--- config.mk ---
export PLATFORM = sky130hd
export DESIGN_NAME = lfsr_sched
export DESIGN_NICKNAME = d
export VERILOG_FILES = /design/src/rtl/lfsr_pkg.sv /design/src/rtl/lfsr_step.sv /design/src/rtl/lfsr_sched.sv
export SDC_FILE = /design/constraint.sdc
export NUM_CORES = 1
export LEC_CHECK = 0
export CAP_MARGIN = 20
export CORE_ASPECT_RATIO = 0.75
export CORE_MARGIN = 3
export CORE_UTILIZATION = 30
export DETAILED_ROUTE_END_ITERATION = 16
export GPL_ROUTABILITY_DRIVEN = 0
export PLACE_DENSITY_LB_ADDON = 0.08
export SETUP_SLACK_MARGIN = 0.2
export SKIP_LAST_GASP = 1
export SYNTH_ARGS = -nofsm -noshare
export SYNTH_HDL_FRONTEND = slang
export SYNTH_HIERARCHICAL = 1
export SYNTH_SLANG_ARGS = --single-unit
--- constraint.sdc ---
create_clock -name clk -period 2.6 [get_ports clk]
set_input_delay 0.39 -clock clk [delete_from_list [all_inputs] [get_ports clk]]
set_output_delay 0.39 -clock clk [all_outputs]
set_load 0.02 [all_outputs]
--- src/rtl/lfsr_pkg.sv ---
// Shared types and constants for the LFSR scheduler: FSM state encoding,
// default LFSR width/seed and the feedback tap positions.
package lfsr_pkg;

  typedef enum logic [1:0] {
    ST_SEED  = 2'd0,
    ST_IDLE  = 2'd1,
    ST_GRANT = 2'd2
  } state_e;

  localparam int LFSR_W = 12;
  localparam logic [LFSR_W-1:0] LFSR_SEED = 12'hC0D;

  // Taps of x^12 + x^6 + x^4 + x + 1 as seen from the shift-left register.
  localparam int TAP0 = 0;
  localparam int TAP1 = 3;
  localparam int TAP2 = 5;
  localparam int TAP3 = 11;

endpackage

--- src/rtl/lfsr_step.sv ---
// Combinational one-step advance of the shift-left Fibonacci LFSR.
module lfsr_step
  import lfsr_pkg::*;
#(
  parameter int N = LFSR_W
) (
  input  logic [N-1:0] cur_i,
  output logic [N-1:0] nxt_o
);

  assign nxt_o = {cur_i[N-2:0], cur_i[TAP0] ^ cur_i[TAP1] ^ cur_i[TAP2] ^ cur_i[TAP3]};

endmodule

--- src/rtl/lfsr_sched.sv ---
// Round-robin scheduler issuing successive words of one shared LFSR, one word per grant.
// Define LFSR_SCHED_TICK_EN to build the step counter and the period_tick output.
module lfsr_sched
  import lfsr_pkg::*;
#(
  parameter int N = LFSR_W,
  parameter int NREQ = 4,
  parameter logic [N-1:0] SEED = LFSR_SEED
) (
  input  logic            clk,
  input  logic            reset,
  input  logic [NREQ-1:0] req,
  input  logic            seed_load,
  input  logic [N-1:0]    seed_in,
  output logic [NREQ-1:0] gnt,
  output logic [N-1:0]    rnd_data,
  output logic            rnd_valid,
  output logic            seed_err,
  output logic            period_tick
);

  localparam int PW = (NREQ > 1) ? $clog2(NREQ) : 1;
  localparam logic [PW-1:0] PTR_LAST = PW'(NREQ - 1);

  state_e          state_q;
  logic [N-1:0]    lfsr_q;
  logic [N-1:0]    lfsr_d;
  logic [PW-1:0]   ptr_q;
  logic [NREQ-1:0] gnt_q;
  logic [NREQ-1:0] gnt_d;
  logic [N-1:0]    rnd_data_q;
  logic            seed_err_q;
  logic            seed_zero;

  logic [NREQ-1:0] elig;
  logic [PW-1:0]   cand;
  logic [PW-1:0]   win_idx;
  logic            win_found;

  lfsr_step #(.N(N)) u_step (
    .cur_i (lfsr_q),
    .nxt_o (lfsr_d)
  );

  assign seed_zero = (seed_in == '0);

  // A requester granted this cycle is masked so it cannot win twice in a row.
  always_comb begin
    elig      = req & ~gnt_q;
    cand      = ptr_q;
    win_idx   = ptr_q;
    win_found = 1'b0;
    gnt_d     = '0;
    for (int k = 0; k < NREQ; k++) begin
      cand = (cand == PTR_LAST) ? '0 : cand + 1'b1;
      if (!win_found && elig[cand]) begin
        win_found = 1'b1;
        win_idx   = cand;
      end
    end
    if (win_found) begin
      gnt_d[win_idx] = 1'b1;
    end
  end

  // The SEED cycle itself never grants; a request pending at its end is
  // granted straight away so the loaded seed is issued on the next cycle.
  always_ff @(posedge clk or posedge reset) begin
    if (reset) begin
      state_q    <= ST_SEED;
      lfsr_q     <= SEED;
      ptr_q      <= PTR_LAST;
      gnt_q      <= '0;
      rnd_data_q <= '0;
      seed_err_q <= 1'b0;
    end else begin
      gnt_q      <= '0;
      seed_err_q <= 1'b0;
      if (seed_load) begin
        state_q    <= ST_SEED;
        lfsr_q     <= seed_zero ? SEED : seed_in;
        seed_err_q <= seed_zero;
      end else if (win_found) begin
        state_q    <= ST_GRANT;
        gnt_q      <= gnt_d;
        rnd_data_q <= lfsr_q;
        lfsr_q     <= lfsr_d;
        ptr_q      <= win_idx;
      end else begin
        state_q    <= ST_IDLE;
      end
    end
  end

  assign gnt       = gnt_q;
  assign rnd_data  = rnd_data_q;
  assign rnd_valid = (state_q == ST_GRANT);
  assign seed_err  = seed_err_q;

`ifdef LFSR_SCHED_TICK_EN
  localparam logic [N-1:0] CNT_LAST = {{(N-1){1'b1}}, 1'b0};

  logic [N-1:0] cnt_q;
  logic         tick_q;

  // Counts grants since reset/seed load; wraps after 2^N-1 grants.
  always_ff @(posedge clk or posedge reset) begin
    if (reset) begin
      cnt_q  <= '0;
      tick_q <= 1'b0;
    end else begin
      tick_q <= 1'b0;
      if (seed_load) begin
        cnt_q <= '0;
      end else if (win_found) begin
        if (cnt_q == CNT_LAST) begin
          cnt_q  <= '0;
          tick_q <= 1'b1;
        end else begin
          cnt_q <= cnt_q + 1'b1;
        end
      end
    end
  end

  assign period_tick = tick_q;
`else
  assign period_tick = 1'b0;
`endif

endmodule

==> qor.csv <==
metric;value;unit
status;completed;
detailed-route vias per instance;4.97;
EDFF count, synth;0;
Post-Syn Nets;196;
I/O pin count;38;
root buf cell;clkbuf_8;
first-pass GRT wire length;7040;µm
n_diodes;0;
layout cells sized above 1;24.1;%
Netlist cell types;46;
CTS tree;done;
Gate Count Post-Synth;176;
CP endpoint kind;register;
# rows;23;
Yosys top cell by area;dfrtp_1;
Iter 0 DRT Violations;109;
Syn Std Cell Area;0.00183;mm²
Skew-Pair Late Insertion Delay;0.28;ns
vias in the first global route;1406;
crit path launch type;register;
antenna violations before repair;0;
Clock power frac;19.7;%
Top FF cell, synth;dfrtp_1;
hold crit path type;in2async;
P&R area growth vs syn;25.4;%
wire per inst;15.3;µm
post-synthesis sequential area ratio;45.7;%
Synth Area per Inst;10.4;µm²
RSZ-0062 raised after global routing;yes;
Reg power frac;34.4;%
die extent in x;96.1;µm
port bufs;36;
Fmax;439;MHz
Total Power;2140;µW
gr ovfl total;0;
#FFs+latches synth;33;
H-tree Lvls;2;
Synth top cells by count;dfrtp_1, mux2_2, nor2_1, buf_4, a21oi_1;
Max IR drop VDD;293;µV
met3 Usage GRT;3.68;%
first-pass iteration count of the detailed router;6;
critical path arrival;2.42;ns
Pleak;0.000958;µW
Max Cap Viol;0;
Slew headroom;60.8;%
final setup TNS;0;ns
crit path max fanout;7;
post-route ant nets;0;
Reg clk slew, reported paths;0.07;ns
fin crit period;2.28;ns
Synth async-reset ratio;100;%
Final Hold Viols;0;
Layout Nets;222;
Yosys top cell area share;35.6;%
Worst Tran Pin Value;0.586;ns
Num CTS Buffers;5;
combinational power share;45.9;%
Reg-to-Reg Start;ptr_q[0];
DR vias;1381;
largest net degree at the start of global routing;34;
Worst Skew;0.00422;ns
final std cells w/o fill;278;
core area;0.00561;mm²
clock sink total;33;
Psw;797;µW
DIE AREA;0.00707;mm²
Pint;1350;µW
setup bufs post-CTS;0;
Synth area leaders;dfrtp_1, mux2_2, dfstp_2, buf_4, mux2i_1;
Synth Warn #;6;
initial core utilization;32.5;%
CTS Buffer Depth;2;
DP HPWL;3150;µm
met2 Use GR;18.7;%
all-layer global routing usage;12.8;%
count leader, synth;dfrtp_1;
Final Slew Violations;0;
Post-Place Cells;270;
total wire length;4260;µm
Die Height;73.6;µm
residual DRC count;0;
period utilization;87.6;%
pwr/cell area;936;mW/mm²
Switching Share;37.2;%
CP Class;reg2reg;
CP required;2.74;ns
met1 Usage GRT;18.8;%
final setup fails;0;
grt peak-use layer;met1;
CP Launch Point;ptr_q[0];
[metrics by stage]
stage | setup WS [ns] | hold slack (ns) | cell area, µm² | utilization (%)
3_3_place_gp | 0.216 | 0.487 | 2180 | 38.8
4_1_cts | 0.318 | 0.510 | 2280 | 40.6
3_5_place_dp | 0.181 | 0.494 | 2180 | 38.8
6_report | 0.323 | 0.507 | 2290 | 40.8
2_1_floorplan | 0.593 | 0.496 | 1830 | -
5_1_grt | 0.190 | 0.528 | 2290 | 40.8
[critical path, cell delays in order (launching register included)]
cell	delay, ns
dfstp_2	0.57
ha_1	0.33
nor2_1	0.32
a31oi_1	0.18
and3_4	0.23
a221oi_1	0.40
a211oi_1	0.10
[flip-flops by register name, summed over array words and instances, names as in the netlist]
register and count:
lfsr_q 12, rnd_data 12, ptr_q 2, gnt 4
state_q 2, seed_err 1
[power by group through the flow]
| stage | Combinational [µW] | Sequential [µW] | Clock [µW] |
|---|---|---|---|
| after global routing | 1060 | 755 | 461 |
| after floorplan | 653 | 800 | 0 |
| final | 983 | 737 | 422 |
| after detailed placement | 951 | 746 | 0 |
| after CTS | 954 | 738 | 434 |
| after global placement | 948 | 740 | 0 |
[layer usage]
layer,routed length [µm],up-vias
met1,2120,656
met4,18,0
met5,0,-
li1,-,664
met3,314,6
met2,1820,55
[kinds of logic after synthesis]
logic type | count (synthesis) | synth area share [%]
and+or+nand+nor | 55 | 17.0
buffers and inverters | 24 | 8.09
adders and majority gates | 1 | 0.685
other | 1 | 0.205
DFF | 33 | 45.7
xor gates and xnor gates | 3 | 1.44
AOI/OAI and AO/OA | 35 | 12.5
muxes | 24 | 14.3
[final cells by class]
class | instances | area [µm²]
Clock inverter | 1 | 5.00
Inverter | 2 | 7.51
Clock buffer | 7 | 96.3
Multi-Input combinational cell | 119 | 853
Timing Repair Buffer | 41 | 398
Sequential cell | 33 | 835
Fill cell | 569 | 3320
Tap cell | 75 | 93.8
[path summary, 6_finish.rpt]
path	end	slack, ns	depth (start not counted)
worst max-delay path	gnt[3]	0.32	6
worst min-delay path	rnd_data[6]	0.51	3
worst max register to register	gnt[3]	0.32	6
worst min register to register	rnd_data[9]	0.51	1
max in group asynchronous	lfsr_q[10]	1.74	3
min in group clk	rnd_data[9]	0.51	1
[timing repair]
action,in CTS,in global routing
setup endpoints to repair,0,5
endpoints found under the hold margin,0,0
hold buffers,0,0
resized for setup,0,2
[placed cells by master (no fill, tap or decap), drive strengths merged, types with 2 or more instances in the layout]
master         count
clkdlybuf4s50     36
dfrtp             26
mux2              17
nor2              15
a21oi             10
o21ai             10
nand2              9
mux2i              7
clkbuf             7
dfstp              7
nor3               6
nor2b              5
buf                5
nand2b             5
nand3              4
a31oi              3
nor4               3
nor3b              3
a21o               2
xnor2              2
inv                2
o211ai             2
and3               2
a211oi             2
Power figures use the tool's default switching activity.
